### config.mk
export PLATFORM = sky130hd
export DESIGN_NAME = kernel_loader
export DESIGN_NICKNAME = d
export VERILOG_FILES = /design/src/rtl/kernel_loader.sv
export SDC_FILE = /design/constraint.sdc
export NUM_CORES = 1
export LEC_CHECK = 0
export ABC_CLOCK_PERIOD_IN_PS = 7700
export BUFFER_PORTS_ARGS = -buffer_cell sky130_fd_sc_hd__buf_2
export CAP_MARGIN = 20
export CORE_UTILIZATION = 30
export DETAILED_ROUTE_END_ITERATION = 16
export SLEW_MARGIN = 20
export SYNTH_ARGS = -nofsm -noshare
export SYNTH_HDL_FRONTEND = slang
export SYNTH_SLANG_ARGS = --single-unit
### constraint.sdc
create_clock -name clk -period 7.7 [get_ports clk]
set_input_delay 1.925 -clock clk [delete_from_list [all_inputs] [get_ports clk]]
set_output_delay 1.925 -clock clk [all_outputs]
set_load 0.01 [all_outputs]
### src/rtl/kernel_loader.sv
// Kernel byte buffer: fill up to NUM_KERNEL bytes, then stream them out
// over a valid/ready port one byte per accepted transfer.
//
// Ports:
//   clk, rst        - clock, async active-high reset
//   load, number    - write strobe and byte to store (FILL only)
//   start           - playback request pulse
//   out_ready       - downstream accept
//   out_valid       - out_data holds a kernel byte (PLAY only)
//   out_data        - current playback byte, 0 in FILL
//   count           - number of stored bytes
//   full            - count == NUM_KERNEL
//   busy            - high while in PLAY
module kernel_loader #(
  parameter int NUM_KERNEL = 8,
  parameter int WIDTH      = 8
) (
  input  logic             clk,
  input  logic             rst,
  input  logic             load,
  input  logic [WIDTH-1:0] number,
  input  logic             start,
  input  logic             out_ready,
  output logic             out_valid,
  output logic [WIDTH-1:0] out_data,
  output logic [4:0]       count,
  output logic             full,
  output logic             busy
);

  localparam int PW = (NUM_KERNEL > 1) ? $clog2(NUM_KERNEL) : 1;

  typedef enum logic {
    FILL = 1'b0,
    PLAY = 1'b1
  } state_t;

  state_t           state;
  state_t           state_n;
  logic [4:0]       count_q;
  logic [4:0]       count_n;
  logic [PW-1:0]    ptr;
  logic [PW-1:0]    ptr_n;
  logic             wr_en;
  logic [WIDTH-1:0] kernel [NUM_KERNEL];

  assign count = count_q;
  assign full  = (count_q == 5'(NUM_KERNEL));

  always_ff @(posedge clk or posedge rst) begin
    if (rst) begin
      state   <= FILL;
      count_q <= '0;
      ptr     <= '0;
    end else begin
      state   <= state_n;
      count_q <= count_n;
      ptr     <= ptr_n;
    end
  end

  // Storage is deliberately not reset; contents survive playback and reset.
  always_ff @(posedge clk) begin
    if (wr_en) begin
      kernel[count_q[PW-1:0]] <= number;
    end
  end

  always_comb begin
    state_n   = state;
    count_n   = count_q;
    ptr_n     = ptr;
    wr_en     = 1'b0;
    out_valid = 1'b0;
    out_data  = '0;
    busy      = 1'b0;
    unique case (state)
      FILL: begin
        wr_en = load && !full;
        if (wr_en) begin
          count_n = count_q + 5'd1;
        end
        // A same-cycle load counts toward the start decision.
        if (start && (count_n != 5'd0)) begin
          state_n = PLAY;
          ptr_n   = '0;
        end
      end
      PLAY: begin
        busy      = 1'b1;
        out_valid = 1'b1;
        out_data  = kernel[ptr];
        if (out_ready) begin
          if (5'(ptr) == (count_q - 5'd1)) begin
            state_n = FILL;
            count_n = '0;
            ptr_n   = '0;
          end else begin
            ptr_n = ptr + PW'(1);
          end
        end
      end
      default: begin
        state_n = FILL;
      end
    endcase
  end

endmodule

==> metrics, run 1 <==
status=finished clean; slowest stage delay, CP=0.92 ns; Setup TNS=0 ns; final hold vios=0; min-delay worst type=reg -> reg; syn avg cell area=16.6 µm²; Power Dens Cells=323 mW/mm²; Worst Hold End=count[3]; final cycle utilization of the critical path=0.517; DRT Wirelength=6250 µm; Critical Path AT=2.05 ns; Core ar.=0.0104 mm²; ant diodes=0; number of flops mapped to enable cells by yosys=64; max cap viols=0; FF-to-FF End=kernel[2][1]; number of global-route vias before repair=1,725; first-pass GRT wire length=9590 µm; crit-path max FO=19; placed insts=348; initial antenna violation count=0; Pwr Total=1200 µW; post-synthesis sequential area ratio=0.659; #FFs+latches synth=73; biggest area consumer among synthesized cells=edfxtp_1; Pre-antenna DRT Iters=4; final antenna-violating net count=0; largest net degree at the start of global routing=24; htree depth=3; R2R depth=6; Final min period=3.98 ns; Num CTS Buffers=9; Synth top area share=0.590; post-route non-filler standard cell count=364; Layout fillers=1,000; Placement Rows=37; crit path launch type=flip-flop; final setup skew=0.00815 ns; CTS root buffer=clkbuf_8; DRC=0; CP Class=reg -> out; synth-to-layout area growth=13.8%; Reg2Reg Setup Slack=4.85 ns; die area=0.0113 mm²; CP Data Required Time=5.78 ns; LEAKAGE=0.00127 µW; Sink Count=73; routed len/inst=17.2 µm; initial core utilization=0.313; post-CTS setup buffers=0; Post-synth ARST share=0.123; FF-to-FF Start=count[0]; crit path max-delay cell type=dfrtp_1; Worst Hold Launch=count[3]; Final Wtd Congestion=0.689; RSZ-0062 raised after global routing=no; Reg clk slew, reported paths=0.08 ns; worst vdd rail ir drop=117 µV; largest cells by area after synthesis=edfxtp_1 59%, mux4_2 11%, dfrtp_1 6.9%; DR iter-0 viols=84; post-cts sizing count=0; Post-Syn Nets=212; Slew HR=0.292; CP endpoint kind=output pin; CTS tree=yes; layout cells sized above 1=0.298; Synth Warn #=0; clk_lat worst skew=0.34 ns; DIE WIDTH=106 µm; Die Y=106 µm; IO Port Bufs=28; critical-path cell list=mux4_2, mux2i_1, nor2b_1, buf_2; Total GRT Usage=0.120; Top Ports=29; fmax=251 MHz; grt ovf=0; Synth Instances=196; Yosys cell types=40; hold buffers post-CTS=0; Max clock buf depth=2; # setup viols final=0; hold-critical path depth=1; post-DP HPWL=3940 µm; Final Max Slew Viols=0; Tightest Pin Transition=1.06 ns; Post-synth top flop=edfxtp_1; Mapped Area=0.00326 mm²; via count=1,752; DR vias/cell=4.81; fin nets=239
worst max path at each step:
| stage | from | endpoint | cells past startpoint |
|---|---|---|---|
| 2_1_floorplan | ptr[0] | out_data[6] | 5 |
| 3_3_place_gp | load | kernel[2][6] | 4 |
| 3_5_place_dp | load | kernel[2][6] | 4 |
| 4_1_cts | ptr[1] | out_data[1] | 4 |
| 5_1_grt | ptr[1] | out_data[3] | 4 |
| 6_report | ptr[1] | out_data[1] | 4 |
final cells by class:
type,count,area (µm²),share of cell area
Clock inverter,7,68.8,0.0186
Clock buffer,9,124,0.0334
Multi-Input combinational cell,103,1010,0.274
Sequential cell,73,2150,0.579
Timing Repair Buffer,31,163,0.0439
Tap cell,136,170,0.0459
Inverter,5,18.8,0.00506
cells in the final DEF (no fill, tap or decap), types with 3 or more instances in the layout:
cell type	instances
a211oi_1	3
a21o_1	3
a221o_1	3
buf_2	28
buf_4	3
clkbuf_8	9
dfrtp_1	9
edfxtp_1	64
ha_1	3
inv_1	5
mux2i_1	8
mux4_2	16
nand2_1	8
nor2_1	8
nor2b_1	13
nor3_1	4
xnor2_1	3
synth_stat cells (all sizes together) (5+ instances only):
cell type	count
nor2b	13
mux2i	8
dfrtp	9
nor3	6
edfxtp	64
buf	9
nor2	8
clkbuf	6
inv	5
nand2	8
mux4	16
power by group:
group | internal (µW) | switching, µW
combinational | 200 | 175
sequential | 460 | 73.3
clock | 150 | 138
total | 810 | 386
sequential cells by signal, indices dropped and copies added (netlist names):
name / flops
state: 1
kernel: 64
ptr: 3
count: 5
kinds of logic after synthesis:
family / after synthesis / share of synthesized area
fa+ha+maj: 3 / 0.0115
flops: 73 / 0.659
xor+xnor: 5 / 0.0135
mux: 25 / 0.139
simple gates: 50 / 0.0892
compound gates: 20 / 0.0557
buf+inv: 20 / 0.0319
worst max-delay path, delay by kind of cell (launching register included):
family / cells / cell delay (ns)
flip-flops: 1 / 0.92
AND/OR/NAND/NOR: 1 / 0.08
multiplexers: 2 / 0.57
buffers and inverters: 1 / 0.14
metal layers:
| metal | wire [µm] | up-vias | GRT usage |
|---|---|---|---|
| met5 | 0 | - | 0 |
| met2 | 3090 | 45 | 0.196 |
| met1 | 2840 | 883 | 0.148 |
| li1 | - | 822 | - |
| met3 | 283 | 2 | 0.0386 |
| met4 | 41 | 0 | 0.0417 |
metrics by stage:
| stage | hold WS [ns] | util | worst slack (ns) | cell area, µm² |
|---|---|---|---|---|
| 6_report | 0.728 | 0.356 | 3.72 | 3710 |
| 3_5_place_dp | 0.714 | 0.337 | 4.02 | 3510 |
| 2_1_floorplan | 0.576 | - | 4.14 | 3260 |
| 3_3_place_gp | 0.721 | 0.337 | 4.06 | 3510 |
| 5_1_grt | 0.757 | 0.356 | 3.57 | 3710 |
| 4_1_cts | 0.727 | 0.356 | 3.66 | 3710 |
(Power assumes the default switching activity.)
==> run 2: changes to the inputs <==
--- a/config.mk
+++ b/config.mk
@@ -5,7 +5,7 @@
 export SDC_FILE = /design/constraint.sdc
 export NUM_CORES = 1
 export LEC_CHECK = 0
-export ABC_CLOCK_PERIOD_IN_PS = 7700
+export ABC_CLOCK_PERIOD_IN_PS = 4000
 export BUFFER_PORTS_ARGS = -buffer_cell sky130_fd_sc_hd__buf_2
 export CAP_MARGIN = 20
 export CORE_UTILIZATION = 30
==> constraint.sdc (replaced) <==
create_clock -name clk -period 4 [get_ports clk]
set_input_delay 1 -clock clk [delete_from_list [all_inputs] [get_ports clk]]
set_output_delay 1 -clock clk [all_outputs]
set_load 0.01 [all_outputs]
==> run 2 against run 1 <==
  * Critical path depth is the same
  * Die area is the same
  * Cell count grew 0.55%
  * Clock skew grew 0.0018 ns
  * First-iteration DRC count grew 13%
  * Combinational power grew 92%
  * Sequential share of layout area is essentially flat
  * Core utilization is essentially flat
  * Setup slack lost 2.8 ns
==> metrics, run 2 (same netlist as run 1, synthesis figures left out) <==
Layout fillers=983 (-1.7%); Finished Core Util=0.356 (about the same); fin nets=242 (+1.3%); max reg flops=64 (unchanged); worst vdd rail ir drop=206 µV (+76%); Core ar.=0.0104 mm² (unchanged); post-CTS setup buffers=0 (unchanged); critical-path cell list=mux4_2, mux2i_1, nor2b_1, buf_2; Setup TNS=0 ns (unchanged); layout cells sized above 1=0.291 (-0.00694); CTS root buffer=clkbuf_8; Reg power frac=0.449 (+0.003); CP Data Required Time=3.00 ns (-2.78 ns); WP buf/inv=1 (unchanged); slowest stage delay, CP=0.91 ns (about the same); Num CTS Buffers=9 (unchanged); Placement Rows=37 (unchanged); CP Class=reg -> out; DIE WIDTH=106 µm (unchanged); crit-path max FO=19 (unchanged); switching pwr=730 µW (+89%); Multi-input gate area=0.00100 mm² (-0.99%); DR vias/cell=4.74 (-1.5%); Power Dens Cells=615 mW/mm² (+91%); Final Max Slew Viols=0 (unchanged); Pint=1550 µW (+92%); crit path launch type=flip-flop; DRC=0 (unchanged); die area=0.0113 mm² (unchanged); final antenna-violating net count=0 (unchanged); LEAKAGE=0.00128 µW (+0.44%); Sink Count=73 (unchanged); RSZ-0062 raised after global routing=no; routed len/inst=16.9 µm (-1.4%); ant diodes=0 (unchanged); largest net degree at the start of global routing=24 (unchanged); initial core utilization=0.313 (unchanged); Clk network pwr share=0.235 (-0.005); CP endpoint kind=output pin; Pre-antenna DRT Iters=5 (+1); Final Wtd Congestion=0.710 (+3.0%); Final min period=3.06 ns; min-delay worst type=in -> async; grt ovf=0 (unchanged); DRT Wirelength=6200 µm (-0.85%); IO Port Bufs=28 (unchanged); post-cts sizing count=0 (unchanged); final hold vios=0 (unchanged); Comb pwr share=0.316 (+0.002); first-pass GRT wire length=10,100 µm (+5.3%); final cycle utilization of the critical path=0.765; # setup viols final=0 (unchanged); post-DP HPWL=3920 µm (-0.33%); cell family with the largest share of critical-path delay=flip-flops; Max clock buf depth=2 (unchanged); initial antenna violation count=0 (unchanged); Die Y=106 µm (unchanged); register area=0.00215 mm² (unchanged); hold buffers post-CTS=0 (unchanged); DR iter-0 viols=95 (+13%); number of global-route vias before repair=1,826 (+5.9%); max cap viols=0 (unchanged); crit path max-delay cell type=dfrtp_1; synth-to-layout area growth=13.9% (about the same); most frequent cells in the layout=64 x edfxtp_1, 28 x buf_2, 16 x mux4_2; CTS tree=yes; Tightest Pin Transition=0.916 ns (-0.142 ns); status=finished clean; clk_lat worst skew=0.34 ns (about the same); final setup skew=0.00997 ns (+0.00182 ns); via count=1,735 (-0.97%); Critical Path AT=2.06 ns (about the same); Total GRT Usage=0.123 (+0.00305); Reg clk slew, reported paths=0.08 ns (about the same); Slew HR=0.387 (+0.0953); commonest non-fill, non-tap cell in the layout=edfxtp_1; htree depth=3 (unchanged); Top Ports=29 (unchanged); fmax=327 MHz; Sw Share=0.320 (-0.00318)
[run 2: changes by cell type in the layout (fill, tap and decap cells not counted)]
cell,delta
buf_4,+3
nor3_1,+2
nor3_2,-2
clkinv_1,+1
clkinv_2,-1
inv_6,-1
[run 2: metal layers]
layer | GRT usage | vias up | part of all wire
li1 | - | 824 | -
met5 | 0 | - | 0
met4 | 0.0357 | 0 | 0.0055
met2 | 0.199 | 33 | 0.49
met3 | 0.0343 | 2 | 0.034
met1 | 0.159 | 876 | 0.47
[run 2: worst paths after layout]
path	start	endpoint	slack, ns	depth (start not counted)
min reg2reg	count[3]	count[3]	0.75	1
max	ptr[1]	out_data[4]	0.94	4
max in group asynchronous	rst	count[0]	3.10	2
min in group clk	count[3]	count[3]	0.75	1
max reg2reg	count[0]	kernel[6][7]	1.17	6
min	rst	ptr[2]	0.62	2
[run 2: layout make-up]
class,count,share of cell area
Tap cell,136,0.0459
Timing Repair Buffer,34,0.0499
Inverter,5,0.00506
Clock buffer,9,0.0334
Clock inverter,6,0.0159
Multi-Input combinational cell,103,0.271
Sequential cell,73,0.579
[run 2: worst register-to-register path: cells and delay by family, from the launching register on]
family / cells / cell delay [ns]
and+or+nand+nor: 4 / 1.42
DFF: 1 / 0.59
adders and majority gates: 1 / 0.33
buffers and inverters: 1 / 0.11
[run 2: power groups by stage]
stage | clock, µW | sequential, µW | combinational (µW)
2_1_floorplan | 0 | 936 | 646
3_3_place_gp | 0 | 1040 | 730
3_5_place_dp | 0 | 1040 | 736
4_1_cts | 555 | 1030 | 739
5_1_grt | 583 | 1050 | 794
6_report | 537 | 1020 | 721
[run 2: per-stage QoR]
stage	cells	hold slack [ns]	setup WS [ns]	cell area, µm²	total power, µW
floorplan	196	0.576	1.33	3260	1580
global placement	351	0.729	1.14	3530	1770
detailed placement	351	0.737	1.15	3530	1780
CTS	366	0.617	0.878	3710	2320
global route	366	0.645	0.791	3710	2420
finish	366	0.621	0.939	3710	2280
==> run 3: changes to the inputs <==
--- a/config.mk
+++ b/config.mk
@@ -5,7 +5,8 @@
 export SDC_FILE = /design/constraint.sdc
 export NUM_CORES = 1
 export LEC_CHECK = 0
-export ABC_CLOCK_PERIOD_IN_PS = 4000
+export ABC_AREA = 1
+export ABC_CLOCK_PERIOD_IN_PS = 3000
 export BUFFER_PORTS_ARGS = -buffer_cell sky130_fd_sc_hd__buf_2
 export CAP_MARGIN = 20
 export CORE_UTILIZATION = 30
==> constraint.sdc (replaced) <==
create_clock -name clk -period 3 [get_ports clk]
set_input_delay 0.75 -clock clk [delete_from_list [all_inputs] [get_ports clk]]
set_output_delay 0.75 -clock clk [all_outputs]
set_load 0.01 [all_outputs]
==> run 3 against run 2 <==
  * Power up 49%
  * Clock skew up 0.0010 ns
  * First-iteration DRC count up 43%
  * Critical path type unchanged
  * Largest cell class unchanged
  * Largest power group is now combinational logic
==> metrics, run 3 <==
LEAKAGE=0.00143 µW (+12%); CP endpoint kind=output pin; Final Wtd Congestion=0.816 (+15%); grt ovf=0 (unchanged); post-CTS setup buffers=0 (unchanged); Mapped Area=0.00326 mm² (+0.12%); synth-to-layout area growth=16.7%; post-DP HPWL=4770 µm (+22%); Reg clk slew, reported paths=0.07 ns (about the same); Synth Warn #=0 (unchanged); met1 usage=0.188 (+0.0290); hold buffers post-CTS=0 (unchanged); DRT Wirelength=7530 µm (+21%); number of flops mapped to enable cells by yosys=64 (unchanged); post-cts sizing count=0 (unchanged); via count=2,334 (+35%); #FFs+latches synth=73 (unchanged); DRC=0 (unchanged); placed insts=462 (+32%); status=finished clean; CTS root buffer=clkbuf_8; first-pass GRT wire length=11,700 µm (+16%); met3 GRT Util=0.0417 (+0.00736); number of global-route vias before repair=2,179 (+19%); post-route non-filler standard cell count=478 (+31%); max reg flops=64 (unchanged); Core ar.=0.0104 mm² (unchanged); syn avg cell area=10.9 µm² (-34%); DIE WIDTH=106 µm (about the same); commonest non-fill, non-tap cell in the layout=nor2_1; Placement Rows=37 (unchanged); Top Ports=29 (unchanged); DR vias/cell=4.88 (+3.0%); Die Y=106 µm (about the same); Pre-antenna DRT Iters=4 (-1); Post-synth ARST share=0.123 (unchanged); layout cells sized above 1=0.216 (-0.0749); top-count cell post-synth=nor2_1; RSZ-0062 raised after global routing=no; fin nets=353 (+46%); fmax=357 MHz; most frequent cells in the layout=73 x nor2_1, 64 x edfxtp_1, 33 x nand2_1; Total GRT Usage=0.142 (+0.0190); most instantiated cells after synthesis=73 x nor2_1, 64 x edfxtp_1, 33 x nand2_1, 27 x o21ai_0, 16 x o32ai_1; Setup TNS=0 ns (unchanged); biggest area consumer among synthesized cells=edfxtp_1; Post-Syn Nets=315 (+49%); CP Class=reg -> out; busiest layer in global routing=met2; final cycle utilization of the critical path=0.933; initial core utilization=0.313 (+0.000360); FF-to-FF Start=count[1]; Setup WS pre-CTS=0.576 ns (-0.572 ns); R2R depth=10 (+4); Reg2Reg Setup Slack=1.08 ns (-0.09 ns); Critical Path AT=2.05 ns (about the same); routed len/inst=15.7 µm (-7.0%); Post-synth top flop=edfxtp_1; final hold vios=0 (unchanged); post-synthesis sequential area ratio=0.659 (-0.000759); worst hold slack=0.352 ns (-0.269 ns); Slew HR=0.468 (+0.0806); final antenna-violating net count=0 (unchanged); worst vdd rail ir drop=346 µV (+68%); CP Data Required Time=2.25 ns (-0.75 ns); htree depth=3 (unchanged); Final Max Slew Viols=0 (unchanged); FF-to-FF End=kernel[4][3]; IO Port Bufs=28 (unchanged); Synth Instances=299 (+53%); CTS tree=yes; Sink Count=73 (unchanged); crit-path max FO=25 (+6); largest net degree at the start of global routing=26 (+8.3%); ant diodes=0 (unchanged); clk_lat worst skew=0.36 ns (+0.02 ns); die area=0.0113 mm² (+0.11%); final setup skew=0.0110 ns (+0.00101 ns); Tightest Pin Transition=0.798 ns (-0.118 ns); Yosys cell types=26 (-35%); Synth top area share=0.590 (-0.000680); final worst slack=0.200 ns (-0.738 ns); initial antenna violation count=0 (unchanged); max cap viols=0 (unchanged); min-delay worst type=in -> async; # setup viols final=0 (unchanged); largest cells by area after synthesis=edfxtp_1 59%, nor2_1 8.4%, dfrtp_1 6.9%; met2 GRT Util=0.224 (+0.0250); Max clock buf depth=2 (unchanged); Power Dens Cells=891 mW/mm² (+45%); crit path launch type=flip-flop; DR iter-0 viols=136 (+43%); Num CTS Buffers=9 (unchanged); Final min period=2.80 ns
[run 3: layout make-up]
class                           instances  area [µm²]
Tap cell                              136         170
Fill cell                            1028        6610
Clock inverter                          6        42.5
Sequential cell                        73        2150
Multi-Input combinational cell        193         988
Timing Repair Buffer                   45         268
Clock buffer                           10         128
Inverter                               15        58.8
[run 3: cells by family after synthesis]
| logic type | after synthesis | share of synthesized area |
|---|---|---|
| adder cells (fa/ha/maj) | 3 | 0.0115 |
| XOR/XNOR | 3 | 0.00806 |
| buffers and inverters | 33 | 0.0457 |
| flip-flops | 73 | 0.659 |
| AND/OR/NAND/NOR | 138 | 0.182 |
| AO/OA/AOI/OAI | 49 | 0.0937 |
[run 3: worst max-delay path by stage]
stage	from	end	slack, ns	cells past startpoint
floorplan	count[1]	kernel[4][0]	0.38	10
global placement	ptr[0]	out_data[1]	0.64	6
CTS	ptr[0]	out_data[0]	0.19	6
finish	ptr[0]	out_data[0]	0.20	6
detailed placement	ptr[0]	out_data[0]	0.58	6
global route	ptr[0]	out_data[7]	0.02	6
[run 3: per-stage QoR]
step           utilization  cell area [µm²]  power (µW)
2_1_floorplan            -             3260        2290
3_3_place_gp         0.349             3630        2720
3_5_place_dp         0.349             3630        2740
4_1_cts              0.365             3800        3410
5_1_grt              0.365             3800        3630
6_report             0.365             3800        3390
[run 3: critical path, stage by stage, from the launching register on]
cell	delay, ns
dfrtp_1	0.57
buf_4	0.35
nor2_1	0.08
o32ai_1	0.26
o21ai_0	0.11
nor2_1	0.18
buf_2	0.15
[run 3: routing by layer]
layer  share of wire  vias to the layer above
met5               0                        -
met4          0.0081                        0
met3           0.064                        6
met2            0.48                       77
met1            0.45                     1122
li1                -                     1129
[run 3: power by group]
part | internal [µW] | switching (µW) | leakage, µW
Clock | 301 | 372 | 0.0000843
Sequential | 1200 | 152 | 0.000689
Combinational | 512 | 851 | 0.000659
